**src/rtl/safe_mode_fsm_pkg.sv**
```systemverilog
// Shared types for the safe-mode sequencing FSM: state encoding, configuration
// encodings and the master-core index helper.
package safe_mode_fsm_pkg;

    localparam int NCORES_MAX = 3;

    typedef enum logic [2:0] {
        IDLE      = 3'd0,
        BOOT      = 3'd1,
        RUN       = 3'd2,
        HALT_REQ  = 3'd3,
        SYNC_WAIT = 3'd4,
        RESUME    = 3'd5,
        ERROR     = 3'd6
    } state_e;

    localparam logic [1:0] CFG_TMR    = 2'b00;
    localparam logic [1:0] CFG_DMR    = 2'b01;
    localparam logic [1:0] CFG_SINGLE = 2'b10;

    // Index of a one-hot master select; anything that is not one-hot falls back to core 0.
    function automatic logic [1:0] master_index(input logic [NCORES_MAX-1:0] sel);
        logic [1:0] idx;
        case (sel)
            3'b001:  idx = 2'd0;
            3'b010:  idx = 2'd1;
            3'b100:  idx = 2'd2;
            default: idx = 2'd0;
        endcase
        return idx;
    endfunction

endpackage

```
**src/rtl/safe_core_mask_gen.sv**
```systemverilog
// Combinational core mask: which cores take part in a resync for the current
// redundancy configuration and master selection.
module safe_core_mask_gen
    import safe_mode_fsm_pkg::*;
(
    input  logic [NCORES_MAX-1:0] master_core_i,
    input  logic [1:0]            configuration_i,
    output logic [NCORES_MAX-1:0] mask_o
);

    logic [1:0] master_idx_s;

    assign master_idx_s = master_index(master_core_i);

    // DMR pairs the master with the next core modulo three.
    always_comb begin
        mask_o = 3'b000;
        case (configuration_i)
            CFG_TMR: mask_o = 3'b111;
            CFG_DMR: begin
                case (master_idx_s)
                    2'd0:    mask_o = 3'b011;
                    2'd1:    mask_o = 3'b110;
                    2'd2:    mask_o = 3'b101;
                    default: mask_o = 3'b011;
                endcase
            end
            default: mask_o = 3'b000;
        endcase
    end

endmodule

```
**src/rtl/safe_mode_fsm.sv**
```systemverilog
// Boot release and debug-mode resync sequencer for the TMR/DMR core cluster.
// Optional acknowledge timeout with sticky error: define SAFE_MODE_FSM_TIMEOUT_EN.
module safe_mode_fsm
    import safe_mode_fsm_pkg::*;
#(
    parameter int NCORES            = 3,
    parameter int BOOT_PULSE_CYCLES = 4,
    parameter int HALT_TIMEOUT      = 256
) (
    input  logic              clk_i,
    input  logic              rst_ni,
    input  logic [2:0]        master_core_i,
    input  logic              safe_mode_i,
    input  logic [1:0]        safe_configuration_i,
    input  logic              critical_section_i,
    input  logic              initial_sync_master_i,
    input  logic              start_i,
    input  logic              end_sw_routine_i,
    input  logic [NCORES-1:0] core_halted_i,
    output logic [NCORES-1:0] debug_req_o,
    output logic              start_boot_o,
    output logic              en_ext_debug_o,
    output logic              busy_o,
    output logic              error_o
);

    localparam int BOOT_W = (BOOT_PULSE_CYCLES > 1) ? $clog2(BOOT_PULSE_CYCLES) : 1;
    localparam logic [BOOT_W-1:0] BOOT_LOAD = BOOT_W'(BOOT_PULSE_CYCLES - 1);

    if (NCORES != NCORES_MAX || BOOT_PULSE_CYCLES < 1 || HALT_TIMEOUT < 1 || HALT_TIMEOUT > 512) begin : g_bad_param
        $error("safe_mode_fsm: unsupported parameter combination");
    end

    state_e                state_r;
    logic [BOOT_W-1:0]     boot_cnt_r;
    logic [NCORES-1:0]     mask_r;
    logic [NCORES-1:0]     mask_s;
    logic                  start_q_r;
    logic                  sync_q_r;
    logic                  start_rise_s;
    logic                  sync_rise_s;
    logic [NCORES-1:0]     debug_req_r;
    logic                  start_boot_r;
    logic                  en_ext_debug_r;
    logic                  busy_r;
    logic                  error_r;
`ifdef SAFE_MODE_FSM_TIMEOUT_EN
    localparam logic [8:0] WAIT_LAST = 9'(HALT_TIMEOUT - 1);
    logic [8:0]            wait_cnt_r;
`endif

    safe_core_mask_gen u_mask_gen (
        .master_core_i   (master_core_i),
        .configuration_i (safe_configuration_i),
        .mask_o          (mask_s)
    );

    assign start_rise_s = start_i & ~start_q_r;
    assign sync_rise_s  = initial_sync_master_i & ~sync_q_r;

    // Edge-detect history for the start and resync request inputs.
    always_ff @(posedge clk_i or negedge rst_ni) begin
        if (!rst_ni) begin
            start_q_r <= 1'b0;
            sync_q_r  <= 1'b0;
        end else begin
            start_q_r <= start_i;
            sync_q_r  <= initial_sync_master_i;
        end
    end

    // Sequencer: state, counters, latched mask and registered outputs decoded from the current state.
    always_ff @(posedge clk_i or negedge rst_ni) begin
        if (!rst_ni) begin
            state_r        <= IDLE;
            boot_cnt_r     <= '0;
            mask_r         <= '0;
            debug_req_r    <= '0;
            start_boot_r   <= 1'b0;
            en_ext_debug_r <= 1'b0;
            busy_r         <= 1'b0;
            error_r        <= 1'b0;
`ifdef SAFE_MODE_FSM_TIMEOUT_EN
            wait_cnt_r     <= 9'd0;
`endif
        end else if (!start_i) begin
            // Abort beats everything, including a pending error.
            state_r        <= IDLE;
            boot_cnt_r     <= '0;
            mask_r         <= '0;
            debug_req_r    <= '0;
            start_boot_r   <= 1'b0;
            en_ext_debug_r <= 1'b0;
            busy_r         <= 1'b0;
            error_r        <= 1'b0;
`ifdef SAFE_MODE_FSM_TIMEOUT_EN
            wait_cnt_r     <= 9'd0;
`endif
        end else begin
            debug_req_r    <= '0;
            start_boot_r   <= 1'b0;
            en_ext_debug_r <= 1'b0;
            busy_r         <= (state_r != IDLE) && (state_r != RUN);
            error_r        <= 1'b0;
            case (state_r)
                IDLE: begin
                    if (start_rise_s) begin
                        state_r    <= BOOT;
                        boot_cnt_r <= BOOT_LOAD;
                    end else begin
                        state_r    <= IDLE;
                    end
                end
                BOOT: begin
                    start_boot_r <= 1'b1;
                    if (boot_cnt_r == '0) begin
                        state_r    <= RUN;
                    end else begin
                        boot_cnt_r <= boot_cnt_r - BOOT_W'(1);
                    end
                end
                RUN: begin
                    if (sync_rise_s && safe_mode_i && critical_section_i && (mask_s != '0)) begin
                        state_r    <= HALT_REQ;
                        mask_r     <= mask_s;
`ifdef SAFE_MODE_FSM_TIMEOUT_EN
                        wait_cnt_r <= 9'd0;
`endif
                    end else begin
                        state_r    <= RUN;
                    end
                end
                HALT_REQ: begin
                    debug_req_r    <= mask_r;
                    en_ext_debug_r <= 1'b1;
                    if ((core_halted_i & mask_r) == mask_r) begin
                        state_r    <= SYNC_WAIT;
`ifdef SAFE_MODE_FSM_TIMEOUT_EN
                    end else if (wait_cnt_r == WAIT_LAST) begin
                        state_r    <= ERROR;
                    end else begin
                        wait_cnt_r <= wait_cnt_r + 9'd1;
`else
                    end else begin
                        state_r    <= HALT_REQ;
`endif
                    end
                end
                SYNC_WAIT: begin
                    debug_req_r    <= mask_r;
                    en_ext_debug_r <= 1'b1;
                    if (end_sw_routine_i) begin
                        state_r    <= RESUME;
`ifdef SAFE_MODE_FSM_TIMEOUT_EN
                        wait_cnt_r <= 9'd0;
`endif
                    end else begin
                        state_r    <= SYNC_WAIT;
                    end
                end
                RESUME: begin
                    if ((core_halted_i & mask_r) == '0) begin
                        state_r    <= RUN;
`ifdef SAFE_MODE_FSM_TIMEOUT_EN
                    end else if (wait_cnt_r == WAIT_LAST) begin
                        state_r    <= ERROR;
                    end else begin
                        wait_cnt_r <= wait_cnt_r + 9'd1;
`else
                    end else begin
                        state_r    <= RESUME;
`endif
                    end
                end
                ERROR: begin
`ifdef SAFE_MODE_FSM_TIMEOUT_EN
                    error_r <= 1'b1;
                    state_r <= ERROR;
`else
                    state_r <= IDLE;
`endif
                end
                default: begin
                    state_r <= IDLE;
                end
            endcase
        end
    end

    assign debug_req_o    = debug_req_r;
    assign start_boot_o   = start_boot_r;
    assign en_ext_debug_o = en_ext_debug_r;
    assign busy_o         = busy_r;
    assign error_o        = error_r;

endmodule
```
**config.mk**
```make
export PLATFORM = sky130hd
export DESIGN_NAME = safe_mode_fsm
export DESIGN_NICKNAME = d
export VERILOG_FILES = /design/src/rtl/safe_mode_fsm_pkg.sv /design/src/rtl/safe_core_mask_gen.sv /design/src/rtl/safe_mode_fsm.sv
export SDC_FILE = /design/constraint.sdc
export NUM_CORES = 1
export LEC_CHECK = 0
export ABC_AREA = 1
export BUFFER_PORTS_ARGS = -buffer_cell sky130_fd_sc_hd__buf_2
export CORE_MARGIN = 10
export CORE_UTILIZATION = 40
export CTS_CLUSTER_DIAMETER = 80
export CTS_CLUSTER_SIZE = 20
export DETAILED_ROUTE_END_ITERATION = 10
export PLACE_DENSITY = 0.74
export SLEW_MARGIN = 20
export SYNTH_ARGS = -nofsm -noshare
export SYNTH_HDL_FRONTEND = slang
export SYNTH_SLANG_ARGS = --single-unit
export TNS_END_PERCENT = 10
```
**constraint.sdc**
```tcl
create_clock -name clk_i -period 3.2 [get_ports clk_i]
set_input_delay 0.32 -clock clk_i [delete_from_list [all_inputs] [get_ports clk_i]]
set_output_delay 0.32 -clock clk_i [all_outputs]
set_load 0.01 [all_outputs]
```
After elaboration in Yosys (flattened, before gate mapping)
Cells that the tools add are included.
- flip-flop bits (word level): 16
- bitwise logic cells: 5
- equality and inequality tests: 18
- add/subtract/negate cells: 1
- reductions and logical operators: 13
- multiplexer cells: 25
- operator list (kind ; count):
    3-bit 2-to-1 mux ; 9
    3-bit one-hot mux with 6 select lines ; 1
    3-bit one-hot mux with 2 select lines ; 2
    3-bit by 2-bit equality test with 1-bit output, second input constant ; 3
    3-bit equality test, second input constant ; 3
    3-bit != test, second input constant ; 3
    1-bit 2-to-1 mux ; 8
    2-bit one-hot mux with 2 select lines ; 2
    3-bit logical NOT ; 2
    2-bit 2-to-1 mux ; 3
    3-bit nonzero test ; 2
    2-bit by 1-bit equality test with 1-bit output, second input constant ; 2
    1-bit logical AND ; 4
    2-bit logical NOT ; 2
    2-bit by 1-bit != test with 1-bit output, second input constant ; 2
    3-bit AND ; 1
    3-bit by 1-bit equality test with 1-bit output, second input constant ; 1
    3-bit equality test ; 1
    3-bit by 1-bit != test with 1-bit output, second input constant ; 1
    3-bit by 2-bit != test with 1-bit output, second input constant ; 1
    3-bit AND reduction ; 1
    1-bit AND ; 2
    2-bit equality test, second input constant ; 1
    1-bit inverter ; 2
    3 further kinds ; 3

Depth between registers and ports, before layout
- depth in word-level cells: 10
- depth in mapped cells: 10

By module
Synthesis repeated with hierarchy kept, for this count alone.
- cells, all modules: 123
- area total of the unflattened synthesis: 905.9 sq um
- by module, submodules not included (module ; sequential area each (sq um) ; cells an instance ; area an instance (sq um) ; instances):
    safe_mode_fsm ; 400.4 ; 111 ; 844.6 ; 1
    safe_core_mask_gen ; 0.0 ; 12 ; 61.3 ; 1

Worst setup path after synthesis
No wires, ideal clock.
- path kind: in2reg
- start point: input port master_core_i[0]
- end point: register state_r[0]
- arrival time: 1.224 ns
- required time: 3.083 ns
- slack: 1.859 ns
- path buffers: 0
- stages on the path: 9
- setup time: 0.117 ns
- cell sequence: nand3b_1 ha_1 nand2_1 o21ai_0 nand3_1 nand2_1 nand2_1 nand2_1 nand2_1
- word-level cells in the longest chain between the ends: 10
- elaborated cells on any way between the ends: 12
- those cells by class: 4 x eq/ne; 6 x mux; 2 x reduce/logical
- ends and longest elaborated chain (what ; line ; text):
    from (decl) ; safe_mode_fsm.sv:12 ; input logic [2:0] master_core_i,
    3-bit equality test or 3-bit by 2-bit equality test with 1-bit output (tied branches) ; safe_mode_fsm_pkg.sv:24 ; case (sel)
    2-bit one-hot mux with 2 select lines (*) ; safe_mode_fsm_pkg.sv:24 ;
    2-bit equality test or 2-bit by 1-bit equality test with 1-bit output (tied branches) ; safe_core_mask_gen.sv:21 ; case (master_idx_s)
    3-bit one-hot mux with 2 select lines (*) ; safe_core_mask_gen.sv:21 ;
    3-bit one-hot mux with 2 select lines (*) ; safe_core_mask_gen.sv:18 ; case (configuration_i)
    3-bit nonzero test (*) ; safe_mode_fsm.sv:123 ; if (sync_rise_s && safe_mode_i && critical_section_i && (mask_s != '0)) begin
    1-bit logical AND (*) ; safe_mode_fsm.sv:123 ;
    1-bit 2-to-1 mux (*) ; safe_mode_fsm.sv:123 ;
    3-bit one-hot mux with 6 select lines (*) ; safe_mode_fsm.sv:105 ; case (state_r)
    3-bit 2-to-1 mux (*) ; safe_mode_fsm.sv:86 ; end else if (!start_i) begin
    to (signal assigned) ; safe_mode_fsm.sv:88 ; state_r <= IDLE;
    to (signal assigned) ; safe_mode_fsm.sv:108 ; state_r <= BOOT;
    to (signal assigned) ; safe_mode_fsm.sv:124 ; state_r <= HALT_REQ;
    to (decl) ; safe_mode_fsm.sv:34 ; state_e state_r;
Every way passes the cells marked *; elsewhere a longest branch is shown, timed or not.
A chain may end at the register's enable or synchronous reset.

Final worst setup path
- start point: register state_r[2]
- end point: register boot_cnt_r[1]
- word-level cells in the longest chain between the ends: 3
- elaborated cells on any way between the ends: 8
- those cells by class: 4 x eq/ne; 2 x mux; 2 x reduce/logical
- ends and longest elaborated chain (what ; line ; text):
    from (signal assigned) ; safe_mode_fsm.sv:75 ; state_r <= IDLE;
    from (signal assigned) ; safe_mode_fsm.sv:88 ;
    from (signal assigned) ; safe_mode_fsm.sv:108 ;
    3-bit by 1-bit equality test with 1-bit output or 3-bit logical NOT (tied branches) ; safe_mode_fsm.sv:105 ;
    3-bit by 1-bit != test with 1-bit output (no source line) (tied with other cells) ; - ;
    3-bit AND reduction (no source line) or 2-bit 2-to-1 mux (tied branches) ; - ;
    to (signal assigned) ; safe_mode_fsm.sv:119 ; boot_cnt_r <= boot_cnt_r - BOOT_W'(1);
    to (decl) ; safe_mode_fsm.sv:35 ; logic [BOOT_W-1:0] boot_cnt_r;
Several ways; a longest one is shown, not always the timed one.

==> reports/qor.log <==
[worst_setup_path] maximum cell stage delay along the critical path 0.45 ns
[routing] total length of routed wires 1.944 mm
[synth] number of flops mapped to enable cells by yosys 0
[worst_setup_path] highest net fanout along the worst path 6
[cts] depth of the CTS H-tree 1
[pwr] static leakage 0.5469 nW
[routing] final antenna-violating net count 0
[routing] post-route DRC violation count 0
[placement] routability congestion estimate 0.8521
[synth] flop and latch count out of synthesis 16
[timing] Clock Skew 0.007407 ns
[timing] Period minus WS final 1.343 ns
[timing] final hold violations 0
[global_route] Total GRT Usage 0.09424
[cts] TritonCTS Buffers 3
[worst_setup_path] destination of the critical timing path boot_cnt_r[1]$_DFFE_PN0P_
[timing] total negative setup slack 0 ns
[cts] TritonCTS clock tree built
[cells_and_area] share of layout cells above drive strength 1 0.1926
[die] die outline height 65.88 um
[global_route] total overflow reported by the global router 0
[die] Die X-Extent 65.88 um
[synth] synth top area cells dfrtp_1 48%, nand2_1 13%, inv_1 8.5%, nor2_1 4.9%, nand3_1 4.2%
[die] std cell rows 16
[routing] total iterations of the first detailed-routing run 4
[synth] number of warnings printed during yosys synthesis 0
[routing] routed len/inst 12.00 um
[cts] Root Driver clkbuf_4
[synth] async set or reset register ratio after synthesis 1.000
[synth] library cells used by synthesis 17
[synth] average cell area after synthesis 7.586 um^2
[cts] latest clock arrival within the worst-skew pair 0.29 ns
[worst_setup_path] WP data arrival 1.55 ns
[placement] number of buffers added on ports 20
[pwr] largest voltage drop on the vdd net 0.1316 mV
[synth] area share of the leading cell type in the synthesized netlist 0.4755
[cts] clock transition at the register clock pins on the worst setup and hold paths after CTS 0.10 ns
[worst_setup_path] startpoint-to-endpoint class of the critical path register to register
[cts] maximum clock path buffer count 2
[timing] RSZ-0062 raised after global routing false
[worst_setup_path] CP Buf/Inv Count 0
[pwr] ratio of total power to cell area 411.8 mW/mm^2
[routing] detailed-route via count 827
[synth] register area share after synthesis 0.4755
[cells_and_area] final core utilization 0.5120
[worst_setup_path] sort of element at the end of the critical path register
[status] run status finished clean
[pwr] Power Total 0.0004179 W
[cts] Post-CTS Setup Bufs 0
[worst_setup_path] RR Startpoint state_r[2]$_DFFE_PN0P_
[worst_hold_path] Hold Crit Class primary input to register
[worst_hold_path] depth of the worst hold-timing path 1
[job] reported max-cap violation count 0
[cts] TritonCTS Sinks 16
[die] die outline area 0.004340 mm^2
[worst_setup_path] element type at the critical path start register
[worst_setup_path] required time at the worst-slack endpoint 3.41 ns
[worst_setup_path] critical-path cell with the highest stage delay dfrtp_1
[timing] period utilization 0.4196
[timing] maximum clock rate 0.7448 GHz
[placement] sum of net half-perimeters after detailed placement 1.487 mm
[timing] number of setup violations in the final report 0
[timing] Max Transition Viols Final 0
[global_route] vias in the first global route 817
[global_route] first-pass GRT wire length 3.325 mm
[cells_and_area] area delta synth->final 20.50%
[synth] cells after synthesis 111
[worst_setup_path] logic depth of the worst setup path including buffers 6
[die] total core area 0.001982 mm^2
[worst_setup_path] worst r2r path cells 6
[global_route] maximum number of pins on one net before global-route repair 17
[die] IO Count 22
[routing] number of design-rule violations left by the first detailed-router iteration 39
[global_route] number of antenna violations at the first check in global routing 0
[cells_and_area] total number of nets in the final design 153
[worst_setup_path] worst setup path startpoint state_r[2]$_DFFE_PN0P_
[cells_and_area] most common library cell in the layout ignoring fill and taps nand2_1
[worst_setup_path] worst-path cell chain nand3b_1, nor2_1, nand2_1, nand2_1, o21ai_0, o21ai_0
[synth] Post-Synthesis Net Count 128
[worst_setup_path] worst reg-to-reg setup slack 1.86 ns
[cells_and_area] commonest non-fill, non-tap cells in the layout 29 x nand2_1, 20 x buf_2, 19 x inv_1, 16 x dfrtp_1, 11 x nor2_1
[worst_setup_path] r2r endpoint boot_cnt_r[1]$_DFFE_PN0P_
[cts] Resized Gates After CTS 0
[synth] combined area of all synthesized cells 842.1 um^2
[routing] post-DR vias/cell 5.105
[cts] Hold-fix buffers, CTS 1
[synth] Post-synth top flop dfrtp_1
[die] effective utilization at floorplan 0.4249
[cells_and_area] Antenna Cells 0
[synth] cell type contributing the most total cell area after synthesis dfrtp_1
[worst_setup_path] CP delay by family, top simple AND/OR/NAND/NOR gates
metal layers:
metal | vias up | GRT usage | wire length [um]
li1 | 402 | - | -
met3 | 12 | 0.02373 | 153
met5 | - | 0 | 0
met1 | 366 | 0.1044 | 749
met4 | 0 | 0.06952 | 80
met2 | 47 | 0.1522 | 959
layout make-up:
| class | count | area (um^2) |
|---|---|---|
| repair buffers | 21 | 110.1 |
| flip-flops and latches | 16 | 400.4 |
| inverters | 19 | 71.32 |
| well taps | 27 | 33.78 |
| fillers | 189 | 967.2 |
| clock buffers | 4 | 36.28 |
| multi-input cells | 75 | 362.8 |
cell families (layout without fill, tap and decap cells):
kind of cell,count (synthesis),in the layout,share of synthesized area
and+or+nand+nor,57,57,0.3016
buffers and inverters,20,44,0.09362
DFF,16,16,0.4755
AOI/OAI and AO/OA,15,15,0.09509
adders and majority gates,2,2,0.02971
other,1,1,0.004453
worst min path at each step:
stage                                startpoint                         to  slack, ns
after floorplan                          rst_ni  boot_cnt_r[0]$_DFFE_PN0P_       0.02
after detailed placement                 rst_ni   debug_req_o[2]$_DFF_PN0_       0.25
after global routing      initial_sync_master_i         sync_q_r$_DFF_PN0_       0.13
after CTS                 initial_sync_master_i         sync_q_r$_DFF_PN0_       0.14
final                     initial_sync_master_i         sync_q_r$_DFF_PN0_       0.15
after global placement                   rst_ni   debug_req_o[2]$_DFF_PN0_       0.24
per-stage QoR:
stage          hold slack, ns  cells  instance area (um^2)  setup WS (ns)
2_1_floorplan         0.02441    111                 842.1          1.859
3_3_place_gp           0.2417    157                 968.4          1.707
3_5_place_dp           0.2501    157                 968.4          1.655
4_1_cts                0.1396    162                  1015          1.898
5_1_grt                0.1348    162                  1015          1.703
6_report               0.1463    162                  1015          1.857
report_power, final:
part | leakage, nW | internal [W] | switching (W) | total, W
Sequential | 0.215 | 0.000212 | 0.00000560 | 0.000218
Combinational | 0.311 | 0.0000244 | 0.0000411 | 0.0000655
Clock | 0.0210 | 0.0000694 | 0.0000651 | 0.000135
Total | 0.547 | 0.000306 | 0.000112 | 0.000418
synth_stat cells, drive strengths merged, types with 2 or more instances:
library cell,n
nand2,29
nand4,5
nor2,13
inv,19
nand3b,2
ha,2
nand3,7
a31oi,2
a21oi,5
dfrtp,16
o21ai,7
registers in the layout (all words and copies together), names as in the netlist:
signal,cells
debug_req_o,3
mask_r,3
state_r,3
boot_cnt_r,2
busy_o,1
en_ext_debug_o,1
start_boot_o,1
start_q_r,1
sync_q_r,1
Note: power is estimated with default switching activity, not from simulation.
